File: config.mk
export PLATFORM = sky130hd
export DESIGN_NAME = ram_dp_ctrl
export DESIGN_NICKNAME = d
export VERILOG_FILES = /design/src/rtl/ram_dp_ctrl_pkg.sv /design/src/rtl/ram_dp_hazard.sv /design/src/rtl/ram_dp_ctrl.sv
export SDC_FILE = /design/constraint.sdc
export NUM_CORES = 1
export LEC_CHECK = 0
export CORE_MARGIN = 10
export CORE_UTILIZATION = 33
export DETAILED_ROUTE_END_ITERATION = 10
export GPL_TIMING_DRIVEN = 1
export HOLD_SLACK_MARGIN = 0.03
export PLACE_DENSITY = 0.69
export REMOVE_ABC_BUFFERS = 1
export SYNTH_ARGS = -nofsm -noshare
export SYNTH_HDL_FRONTEND = slang
export SYNTH_SLANG_ARGS = --single-unit
File: constraint.sdc
create_clock -name clk -period 2.5 [get_ports clk]
set_input_delay 0.375 -clock clk [delete_from_list [all_inputs] [get_ports clk]]
set_output_delay 0.375 -clock clk [all_outputs]
set_load 0.01 [all_outputs]
File: src/rtl/ram_dp_ctrl_pkg.sv
// rtl/ram_dp_ctrl_pkg.sv - shared types for the dual-port RAM controller
package ram_dp_ctrl_pkg;

  // Request fields are sized for the widest supported instance; narrower ones zero-extend.
  localparam int AW_MAX = 32;
  localparam int DW_MAX = 64;

  typedef enum logic {
    ST_INIT = 1'b0,
    ST_RUN  = 1'b1
  } state_t;

  typedef struct packed {
    logic              req;
    logic              we;
    logic [AW_MAX-1:0] addr;
    logic [DW_MAX-1:0] wdata;
  } req_t;

endpackage

File: src/rtl/ram_dp_hazard.sv
// rtl/ram_dp_hazard.sv - same-address collision and priority resolution
module ram_dp_hazard
  import ram_dp_ctrl_pkg::*;
(
  input  req_t r0,
  input  req_t r1,
  input  logic prio,
  output logic gnt0,
  output logic gnt1,
  output logic blocked
);

  logic same;
  logic blk0;
  logic blk1;
  logic unused_wdata;

  assign same = r0.req & r1.req & (r0.addr == r1.addr);

  // A writer always beats a reader; two writers are settled by prio (1 favours client 1).
  assign blk0 = same & ((r1.we & ~r0.we) | (r0.we & r1.we & prio));
  assign blk1 = same & ((r0.we & ~r1.we) | (r0.we & r1.we & ~prio));

  assign gnt0    = r0.req & ~blk0;
  assign gnt1    = r1.req & ~blk1;
  assign blocked = blk0 | blk1;

  assign unused_wdata = ^{r0.wdata, r1.wdata};

endmodule

File: src/rtl/ram_dp_ctrl.sv
// rtl/ram_dp_ctrl.sv - zero-fill sequencer and two-client front end for a dual-port RAM
module ram_dp_ctrl
  import ram_dp_ctrl_pkg::*;
#(
  parameter int AW = 16,
  parameter int DW = 16
) (
  input  logic          clk,
  input  logic          rst_n,
  input  logic          init_req,
  output logic          init_done,
  input  logic          c0_req,
  input  logic          c0_we,
  input  logic [AW-1:0] c0_addr,
  input  logic [DW-1:0] c0_wdata,
  output logic          c0_gnt,
  output logic          c0_rvalid,
  output logic [DW-1:0] c0_rdata,
  input  logic          c1_req,
  input  logic          c1_we,
  input  logic [AW-1:0] c1_addr,
  input  logic [DW-1:0] c1_wdata,
  output logic          c1_gnt,
  output logic          c1_rvalid,
  output logic [DW-1:0] c1_rdata,
  output logic          ram_w_a,
  output logic [AW-1:0] ram_a_a,
  output logic [DW-1:0] ram_d_a,
  input  logic [DW-1:0] ram_q_a,
  output logic          ram_w_b,
  output logic [AW-1:0] ram_a_b,
  output logic [DW-1:0] ram_d_b,
  input  logic [DW-1:0] ram_q_b
);

  localparam logic [AW-1:0] K_LAST = AW'((2 ** (AW - 1)) - 1);

  state_t        state;
  logic [AW-1:0] fill_k;
  logic          prio;
  logic          rv0, rv1;
  logic [AW-1:0] hold_a_a, hold_a_b;
  logic [DW-1:0] hold_d_a, hold_d_b;

  req_t          r0, r1;
  logic          h_gnt0, h_gnt1, h_blk;
  logic          run, g0, g1;
  logic          w_a, w_b;
  logic [AW-1:0] nxt_a_a, nxt_a_b;
  logic [DW-1:0] nxt_d_a, nxt_d_b;

  assign r0 = '{req: c0_req, we: c0_we, addr: AW_MAX'(c0_addr), wdata: DW_MAX'(c0_wdata)};
  assign r1 = '{req: c1_req, we: c1_we, addr: AW_MAX'(c1_addr), wdata: DW_MAX'(c1_wdata)};

  ram_dp_hazard u_hazard (
    .r0      (r0),
    .r1      (r1),
    .prio    (prio),
    .gnt0    (h_gnt0),
    .gnt1    (h_gnt1),
    .blocked (h_blk)
  );

  assign run = (state == ST_RUN);
  assign g0  = run & h_gnt0;
  assign g1  = run & h_gnt1;

  // Ports keep their last address/data when idle, so the hold registers track whatever was driven.
  always_comb begin
    w_a     = 1'b0;
    w_b     = 1'b0;
    nxt_a_a = hold_a_a;
    nxt_a_b = hold_a_b;
    nxt_d_a = hold_d_a;
    nxt_d_b = hold_d_b;
    if (!run) begin
      w_a     = 1'b1;
      w_b     = 1'b1;
      nxt_a_a = fill_k << 1;
      nxt_a_b = (fill_k << 1) | AW'(1);
      nxt_d_a = '0;
      nxt_d_b = '0;
    end else begin
      if (g0) begin
        w_a     = c0_we;
        nxt_a_a = c0_addr;
        nxt_d_a = c0_wdata;
      end
      if (g1) begin
        w_b     = c1_we;
        nxt_a_b = c1_addr;
        nxt_d_b = c1_wdata;
      end
    end
  end

  // rst_n gates the RAM-side outputs so nothing reaches the RAM while reset is held.
  assign ram_w_a = rst_n & w_a;
  assign ram_w_b = rst_n & w_b;
  assign ram_a_a = rst_n ? nxt_a_a : '0;
  assign ram_a_b = rst_n ? nxt_a_b : '0;
  assign ram_d_a = rst_n ? nxt_d_a : '0;
  assign ram_d_b = rst_n ? nxt_d_b : '0;

  assign init_done = run;
  assign c0_gnt    = g0;
  assign c1_gnt    = g1;
  assign c0_rvalid = rv0;
  assign c1_rvalid = rv1;
  assign c0_rdata  = rv0 ? ram_q_a : '0;
  assign c1_rdata  = rv1 ? ram_q_b : '0;

  always_ff @(posedge clk or negedge rst_n) begin
    if (!rst_n) begin
      state    <= ST_INIT;
      fill_k   <= '0;
      prio     <= 1'b0;
      rv0      <= 1'b0;
      rv1      <= 1'b0;
      hold_a_a <= '0;
      hold_a_b <= '0;
      hold_d_a <= '0;
      hold_d_b <= '0;
    end else begin
      hold_a_a <= nxt_a_a;
      hold_a_b <= nxt_a_b;
      hold_d_a <= nxt_d_a;
      hold_d_b <= nxt_d_b;
      rv0      <= g0 & ~c0_we;
      rv1      <= g1 & ~c1_we;
      case (state)
        ST_INIT: begin
          if (fill_k == K_LAST) begin
            fill_k <= '0;
            state  <= ST_RUN;
          end else begin
            fill_k <= fill_k + AW'(1);
          end
        end
        ST_RUN: begin
          if (h_blk) prio <= ~prio;
          if (init_req) state <= ST_INIT;
        end
        default: state <= ST_INIT;
      endcase
    end
  end

endmodule

==> flow_summary_export.csv <==
group,metric,value,unit
power,swShare,0.2806,
timing,layout_min_cycle_time,2.995,ns
status,violations,"negative hold slack, negative setup slack",
yosys,yosysWarningCount,0,
clock_network,clk_latency,0.34,ns
timing,finalMaxSlewViolations,0,
min_path,hp-class,"primary input to async pin",
finish,area_growth,110.3,%
setup_path,critPathCaptureType,"primary output",
finish,instances_no_fill,1108,
floorplanning,die_area,19320,um2
floorplanning,rows,43,
timing,tightest_slew,0.9972,ns
route,drt_iter0_drc,383,
placement,pre_cts_slack,-1.216,ns
timing,whs,-0.1028,ns
flow_run,cap_violations,0,
timing,clock_skew,0.01036,ns
setup_path,worstSetupStartpoint,"c0_addr[8]",
timing,hold_viol_final,6,
setup_path,startpoint_type,"primary input",
finish,antenna_cells,0,
setup_path,cp.required,2.12,ns
yosys,syn_avg_cell_area,8.967,um2
route,wl,23720,um
yosys,synth-seq-cells,84,
power,power_leakage,4.614,nW
power,p_per_area,461.5,nW/um2
setup_path,reg2reg_from,"prio",
placement,io_buffers,205,
clock_network,root_buffer,"clkbuf_16",
route,drcViolationCount,0,
finish,fin_nets,1027,
timing,max_slew_margin,0.3345,
clock_network,h-tree-depth,3,
yosys,synth_edf_count,0,
placement,dp.cells,964,
setup_path,path_max_fanout,4,
floorplanning,ios,206,
status,status,"finished with violations",
yosys,synth_cell_types,43,
clock_network,cts_tree,"built",
floorplanning,die_x,139.0,um
finish,final_layout_size_suffix_gt1_frac,0.4925,
route,wire_per_inst,21.41,um
yosys,yosys_most_used_dff,"dfrtp_1",
placement,hpwl,14860,um
grt,first_global_vias,6238,
floorplanning,die_y,139.0,um
yosys,syn_area,4672,um2
timing,rsz0062_at_grt,"true",
power,comb_power_share,0.310,
yosys,synthCells,521,
power,internal-power,0.003261,W
grt,grt_max_degree,40,
timing,setup_ws,-0.4950,ns
setup_path,path_class,"primary input to primary output",
grt,gr-total-overflow,0,
clock_network,cts_buffers,9,
grt,grt_use_total,0.2305,
timing,finalCritPeriodShare,1.198,
floorplanning,start_util,0.3366,
finish,utilization,0.7077,
placement,place.gp.congestion,0.8980,
route,ant_nets,0,
route,dr.pass1.iters,4,
power,pwr-share-clk,0.328,
floorplanning,core,13880,um2
timing,max_clock_freq,0.3339,GHz
power,ir_drop,0.3495,mV
route,viasPerCell,5.184,
power,seq_power_share,0.362,
setup_path,worstPathArrival,2.62,ns
clock_network,cts_buffer_depth,2,
grt,antenna_found_initial,0,
route,vias,5744,
grt,grt_pass1_wl,35530,um
yosys,ys_seq_area_frac,0.4499,
clock_network,cts.reportedPaths.clkPinSlew,0.07,ns
yosys,async_reset_ff_frac,1.000,
power,p_sw,0.001272,W
clock_network,clkSinkCount,84,
timing,setup_violations,68,
final cells by class:
type	instances	area (um2)
fillers	921	4058
clock inverters	3	68.82
multi-input cells	375	3202
well taps	180	225.2
repair buffers	422	3832
flip-flops and latches	84	2103
inverters	30	120.1
clock buffers	13	260.3
repair inverters	1	11.26
registers in the layout (all words and copies together), names as in the netlist:
signal     count
hold_d_b      16
fill_k        16
init_done      1
prio           1
hold_a_a      16
hold_d_a      16
c0_rvalid      1
c1_rvalid      1
hold_a_b      16
cells in the final DEF, fill, tap and decap left out, types with 4 or more instances in the layout:
cell type	Yosys	layout
nor2_1	57	52
nand3_2	0	13
buf_8	0	9
nand4_1	5	5
nand3_1	26	7
nor2_2	0	4
nand3_4	0	6
buf_2	2	70
o2111ai_1	16	5
a21oi_2	0	12
clkbuf_16	0	9
buf_6	2	72
and2_4	0	5
a21o_1	9	9
buf_12	0	12
buf_16	0	5
mux2i_4	0	18
xnor2_1	23	15
buf_4	2	151
nand2_4	0	12
clkdlybuf4s50_1	0	101
o2111ai_2	0	8
nand2_2	0	4
dfrtp_1	84	83
a21oi_1	34	22
a221o_1	10	10
inv_1	29	27
o211ai_1	16	16
and3_1	5	5
and2_1	61	56
nand2_1	46	30
nor2b_1	9	9
xnor2_2	0	5
cells in the mapped netlist, types with 3 or more instances:
| cell type | count | area, um2 |
|---|---|---|
| a21boi_0 | 3 | 22.52 |
| and4_1 | 3 | 26.28 |
| nand3_1 | 26 | 130.1 |
| nand2b_1 | 3 | 18.77 |
| nor3_1 | 3 | 15.01 |
| and3_1 | 5 | 31.28 |
| xor2_1 | 4 | 35.03 |
| o21ai_0 | 5 | 25.02 |
| a21o_1 | 9 | 67.56 |
| mux2i_1 | 19 | 190.2 |
| nand4_1 | 5 | 31.28 |
| inv_1 | 29 | 108.9 |
| and2_1 | 61 | 381.6 |
| clkbuf_1 | 26 | 97.59 |
| o211ai_1 | 16 | 120.1 |
| nand2_1 | 46 | 172.7 |
| a21oi_1 | 34 | 170.2 |
| dfrtp_1 | 84 | 2102 |
| xnor2_1 | 23 | 201.4 |
| nor2_1 | 57 | 214.0 |
| a221o_1 | 10 | 100.1 |
| nor2b_1 | 9 | 56.30 |
| o2111ai_1 | 16 | 140.1 |
repair_timing:
| action | 4_1_cts | 5_1_grt |
|---|---|---|
| gates resized for setup | 643 | 84 |
| pin swaps | 92 | 46 |
| hold endpoints to repair | 6 | 6 |
| cloned | 10 | 0 |
| setup endpoints to repair | 102 | 72 |
| buffers inserted | 104 | 33 |
final timing paths:
check	cells after the start	end	slack, ns
min in group clk	2	hold_a_a[12]	0.31
worst min register to register	2	hold_d_a[1]	0.51
max in group asynchronous	2	hold_a_b[6]	1.95
worst max-delay path	15	ram_d_a[10]	-0.50
worst min-delay path	1	c1_rvalid	-0.10
worst max register to register	13	hold_a_a[4]	0.26
layer usage:
metal / share of wire / up-vias / GRT usage
met1: 0.39 / 2854 / 0.2577
li1: - / 2594 / -
met5: 0 / - / 0
met4: 0.028 / 0 / 0.08896
met3: 0.067 / 43 / 0.05308
met2: 0.52 / 253 / 0.4134
cell families after synthesis:
family	count (synthesis)	share of synthesized area
adder cells (fa/ha/maj)	1	0.002678
AO/OA/AOI/OAI	104	0.1577
multiplexers	20	0.04312
AND/OR/NAND/NOR	223	0.2408
buffers and inverters	62	0.05517
XOR/XNOR	27	0.05061
flip-flops	84	0.4499
metrics by stage:
| step | setup TNS (ns) | area, um2 | power (W) | hold WS [ns] |
|---|---|---|---|---|
| final | -22.55 | 9823 | 0.004533 | -0.1028 |
| after detailed placement | -98.84 | 7516 | 0.002608 | 0.2469 |
| after global placement | -85.15 | 7516 | 0.002583 | 0.2431 |
| after global routing | -25.70 | 9823 | 0.004730 | -0.1080 |
| after CTS | -19.20 | 9412 | 0.004489 | -0.1107 |
| after floorplan | -59.10 | 4527 | 0.002059 | 0.07941 |
power groups by stage:
stage / logic, W / clock network (W) / registers, W
2_1_floorplan: 0.000440 / 0 / 0.00162
3_3_place_gp: 0.000938 / 0 / 0.00165
3_5_place_dp: 0.000955 / 0 / 0.00165
4_1_cts: 0.00137 / 0.00149 / 0.00163
5_1_grt: 0.00151 / 0.00156 / 0.00166
6_report: 0.00141 / 0.00149 / 0.00164
worst max-delay path, stage by stage:
cell and delay, ns:
buf_8 0.10, xnor2_4 0.16, nand4_1 0.22, or4_4 0.49, buf_6 0.14, o21bai_4 0.15, buf_6 0.16, inv_8 0.05
buf_6 0.12, buf_16 0.12, buf_8 0.12, buf_6 0.11, nand2_4 0.05, a21oi_2 0.05, buf_2 0.19
Note: power is estimated with default switching activity, not from simulation.
